File: src/rtl/bus_arbiter.sv
// N-to-1 round-robin request arbiter with an in-order ID FIFO that steers
// each memory response back to the requester that issued it.
module bus_arbiter #(
   parameter int unsigned NumReq         = 2,
   parameter int unsigned AddrWidth      = 64,
   parameter int unsigned DataWidth      = 64,
   parameter int unsigned MaxOutstanding = 4
) (
   input  logic                             clk_i,
   input  logic                             rst_i,
   input  logic [NumReq-1:0]                req_valid_i,
   output logic [NumReq-1:0]                req_ready_o,
   input  logic [NumReq*AddrWidth-1:0]      req_addr_i,
   input  logic [NumReq*DataWidth-1:0]      req_wdata_i,
   input  logic [NumReq*DataWidth/8-1:0]    req_wmask_i,
   output logic [DataWidth-1:0]             req_rdata_o,
   output logic [NumReq-1:0]                req_rvalid_o,
   output logic                             mem_valid_o,
   input  logic                             mem_ready_i,
   output logic [AddrWidth-1:0]             mem_addr_o,
   output logic [DataWidth-1:0]             mem_wdata_o,
   output logic [DataWidth/8-1:0]           mem_wmask_o,
   input  logic [DataWidth-1:0]             mem_rdata_i,
   input  logic                             mem_rvalid_i,
   output logic [$clog2(MaxOutstanding+1)-1:0] outstanding_o,
   output logic                             err_o
);

   localparam int unsigned PtrW  = (NumReq > 1) ? $clog2(NumReq) : 1;
   localparam int unsigned FifoW = (MaxOutstanding > 1) ? $clog2(MaxOutstanding) : 1;
   localparam int unsigned CntW  = $clog2(MaxOutstanding + 1);
   localparam int unsigned MaskW = DataWidth / 8;

   logic [PtrW-1:0]  r_ptr;
   logic [PtrW-1:0]  r_fifo [MaxOutstanding];
   logic [FifoW-1:0] r_wr;
   logic [FifoW-1:0] r_rd;
   logic [CntW-1:0]  r_cnt;
   logic             r_err;

   logic [PtrW-1:0]  w_grant;
   logic [PtrW-1:0]  w_idx;
   logic [PtrW-1:0]  w_head;
   logic             w_any;
   logic             w_full;
   logic             w_empty;
   logic             w_hs;
   logic             w_pop;

   assign w_full  = (r_cnt == CntW'(MaxOutstanding));
   assign w_empty = (r_cnt == '0);
   assign w_head  = r_fifo[r_rd];

   // Rotating priority search starting at the round-robin pointer.
   always_comb begin
      w_grant = '0;
      w_idx   = '0;
      w_any   = 1'b0;
      for (int i = 0; i < int'(NumReq); i++) begin
         w_idx = PtrW'((int'(r_ptr) + i) % int'(NumReq));
         if (!w_any && req_valid_i[w_idx]) begin
            w_any   = 1'b1;
            w_grant = w_idx;
         end
      end
   end

   assign mem_valid_o = w_any && !w_full;
   assign w_hs        = mem_valid_o && mem_ready_i;
   assign w_pop       = mem_rvalid_i && !w_empty;

   always_comb begin
      mem_addr_o   = '0;
      mem_wdata_o  = '0;
      mem_wmask_o  = '0;
      req_ready_o  = '0;
      req_rvalid_o = '0;
      for (int i = 0; i < int'(NumReq); i++) begin
         if (w_any && (w_grant == PtrW'(i))) begin
            mem_addr_o  = req_addr_i[i*AddrWidth +: AddrWidth];
            mem_wdata_o = req_wdata_i[i*DataWidth +: DataWidth];
            mem_wmask_o = req_wmask_i[i*MaskW +: MaskW];
         end
         req_ready_o[i]  = w_hs && (w_grant == PtrW'(i));
         req_rvalid_o[i] = w_pop && (w_head == PtrW'(i));
      end
   end

   assign req_rdata_o   = mem_rdata_i;
   assign outstanding_o = r_cnt;
   assign err_o         = r_err;

   always_ff @(posedge clk_i) begin
      if (rst_i) begin
         r_ptr <= '0;
         r_wr  <= '0;
         r_rd  <= '0;
         r_cnt <= '0;
         r_err <= 1'b0;
      end else begin
         if (w_hs) begin
            r_fifo[r_wr] <= w_grant;
            r_wr  <= (r_wr == FifoW'(MaxOutstanding - 1)) ? '0 : r_wr + 1'b1;
            r_ptr <= (w_grant == PtrW'(NumReq - 1)) ? '0 : w_grant + 1'b1;
         end
         if (w_pop) begin
            r_rd <= (r_rd == FifoW'(MaxOutstanding - 1)) ? '0 : r_rd + 1'b1;
         end
         if (w_hs && !w_pop) begin
            r_cnt <= r_cnt + 1'b1;
         end else if (!w_hs && w_pop) begin
            r_cnt <= r_cnt - 1'b1;
         end
         // A response with nothing outstanding is a responder protocol violation.
         if (mem_rvalid_i && w_empty) begin
            r_err <= 1'b1;
         end
      end
   end

endmodule

File: config.mk
export PLATFORM = sky130hd
export DESIGN_NAME = bus_arbiter
export DESIGN_NICKNAME = d
export VERILOG_FILES = /design/src/rtl/bus_arbiter.sv
export SDC_FILE = /design/constraint.sdc
export NUM_CORES = 1
export LEC_CHECK = 0
export ABC_AREA = 1
export BUFFER_PORTS_ARGS = -buffer_cell sky130_fd_sc_hd__buf_4
export CORE_AREA = 2 2 216 218
export DETAILED_ROUTE_END_ITERATION = 6
export DIE_AREA = 0 0 218 220
export SYNTH_ARGS = -nofsm -noshare
export SYNTH_HDL_FRONTEND = slang
export SYNTH_SLANG_ARGS = --single-unit
File: constraint.sdc
create_clock -name clk_i -period 2.05 [get_ports clk_i]
set_input_delay 0.41 -clock clk_i [delete_from_list [all_inputs] [get_ports clk_i]]
set_output_delay 0.41 -clock clk_i [all_outputs]
set_load 0.1 [all_outputs]
==> flow_summary_export.csv <==
group,metric,value,unit
timing,setup_viol,0,
yosys,syn_avg_cell_area,5.48,µm²
route,dr_total_vias,5373,
status,status,"finished clean",
yosys,ys_warn_count,0,
clock_network,cts_max_level,1,
yosys,synth_nets,961,
clock_network,clk_latency,0.24,ns
timing,setup_slack,0.00472,ns
yosys,syn_area,3350,µm²
final_layout,regArea,353,µm²
worst_setup_path,crit_type,"in2out",
timing,worst_slew_pin_slew,0.408,ns
clock_network,clock_path_buffers,2,
worst_setup_path,crit_fanout,83,
yosys,syn_inst,612,
timing,rsz0062_at_grt,"yes",
route,avgViaCountPerCell,3.45,
route,ant_nets,0,
grt,antenna_found_initial,9,
grt,grt_pass1_vias,5026,
clock_network,cts_tree,"done",
die,die_area,48000,µm²
timing,final-hold-violation-count,0,
worst_setup_path,critPathMaxStageDelay,0.27,ns
power,p_leak,4.22,nW
timing,fin_skew,0.00227,ns
placement,io_buffers,422,
power,power_density,763,nW/µm²
worst_setup_path,end_kind,"primary output",
worst_setup_path,start_kind,"input port",
clock_network,root_buffer,"clkbuf_16",
route,dr.pass1.iters,4,
die,num_rows,79,
final_layout,multi_input_area,2220,µm²
grt,grt-ovfl-total,0,
worst_setup_path,cp.required,1.64,ns
final_layout,drive_above_1_share,53.3,%
timing,maxSlewHeadroom,72.5,%
placement,dp_hpwl,18100,µm
worst_setup_path,cpMostUsedCell,"buf_4",
timing,period_needed,2.05,ns
final_layout,final_core_util,18.1,%
worst_setup_path,critPathArrivalTime,1.64,ns
timing,finalMaxSlewViolations,0,
yosys,ys_seq_area_share,10.2,%
timing,finalCritPeriodShare,99.8,%
clock_network,numCtsBuffers,3,
grt,grt_use_total,8.40,%
timing,fmax,489,MHz
yosys,synthDistinctLibCells,21,
route,wl_per_cell,15.3,µm
power,vdd_drop_max,384,µV
final_layout,final_net_count,1300,
clock_network,cts.sinks,15,
placement,pre_cts_ws,-0.0986,ns
yosys,synth_seq_cells,15,
die,io_pins,551,
run,max_cap_viol_count,0,
die,coreArea,45900,µm²
die,die_w,218,µm
grt,grt_start_max_net_pins,84,
final_layout,final_common_cell,"buf_4",
final_layout,layout_common_cells,"buf_4, nand2_1, nand3_1, buf_12, buf_6",
final_layout,area_growth,147,%
hold_path,hold_path_class,"in2reg",
final_layout,fill_cells,5110,
placement,finalWeightedCongestion,0.772,
die,start_util,7.31,%
clock_network,ctsHoldBuffers,0,
worst_setup_path,crit_chain,"buf_4 -> inv_2 -> buf_4 -> nand2_4 -> buf_16 -> nand3_1 -> nand2_1 -> buf_12",
route,drt-initial-drc-count,198,
clock_network,cts.reportedPaths.clkPinSlew,0.05,ns
worst_setup_path,cp_slowest_cell,"buf_16",
grt,grt_pass1_wl,29700,µm
route,drcViolationCount,0,
die,die_height,220,µm
route,totalWireLength,23900,µm
==> cell usage after synthesis, drive strengths merged <==
cell type,count,area share (%)
a21oi,5,0.75
and2,1,0.19
buf,111,26
dfxtp,11,6.6
edfxtp,4,3.6
fa,1,0.60
ha,6,2.2
inv,17,1.9
nand2,291,33
nand3,141,21
nand4,1,0.19
nor2,14,1.6
nor3,1,0.15
nor3b,3,1.1
o211ai,1,0.22
o21ai,3,0.78
xor2,1,0.26
==> metal layers <==
metal	track usage [%]	vias to the layer above	part of all wire (%)
met5	0	-	0.054
met4	2.99	2	3.7
met3	2.33	64	10
met2	15.7	366	51
met1	8.97	2380	35
li1	-	2561	-
==> critical path, delay by kind of cell <==
kind          cells  cell delay, ns
buf+inv           5            0.70
simple gates      3            0.38
==> what timing repair did <==
action,in CTS,in global routing
gates cloned,4,2
pin swaps,1,0
hold endpoints to repair,0,0
endpoints found under the setup margin,108,126
gates resized for setup,179,161
buffers inserted,2,0
==> report_power, final <==
group	leakage (nW)	switching [W]	internal, W	total [W]
Sequential	0.130	0.0000581	0.000389	0.000447
Combinational	4.05	0.00376	0.00175	0.00551
Clock	0.0382	0.000114	0.000263	0.000377
==> path summary, 6_finish.rpt <==
| check | end | slack [ns] | startpoint | cells after the start |
|---|---|---|---|---|
| min | outstanding_o[0] | 0.41 | rst_i | 2 |
| max | mem_addr_o[7] | 0.005 | req_valid_i[0] | 8 |
| max reg2reg | outstanding_o[2] | 0.26 | outstanding_o[0] | 12 |
| min reg2reg | err_o | 0.45 | err_o | 2 |
==> cells by family (layout without fill, tap and decap cells) <==
logic type	after synthesis	in the layout	synth area share [%]
AND/OR/NAND/NOR	452	452	56.9
buffers and inverters	128	466	28.1
flip-flops	15	15	10.2
AO/OA/AOI/OAI	9	9	1.76
adder cells (fa/ha/maj)	7	7	2.84
XOR/XNOR	1	1	0.261
other	0	2	0
==> area by class of cell <==
type	instances	share of cell area [%]
Multi-Input combinational cell	469	26.8
Timing Repair Buffer	445	57.8
Sequential cell	15	4.25
Tap cell	607	9.16
Inverter	17	0.966
Antenna cell	2	0.0604
Clock buffer	4	0.951
==> per-stage QoR <==
stage | setup TNS, ns | instances | hold slack [ns] | cell area (µm²) | power (W)
global route | -0.517 | 1558 | 0.427 | 8290 | 0.00659
global placement | -0.779 | 1546 | 0.439 | 6720 | 0.00513
finish | 0 | 1559 | 0.408 | 8290 | 0.00633
floorplan | 0 | 612 | 0.459 | 3400 | 0.00454
detailed placement | -1.52 | 1546 | 0.444 | 6720 | 0.00517
CTS | -0.0797 | 1556 | 0.407 | 7640 | 0.00601
Note: power is estimated with default switching activity, not from simulation.
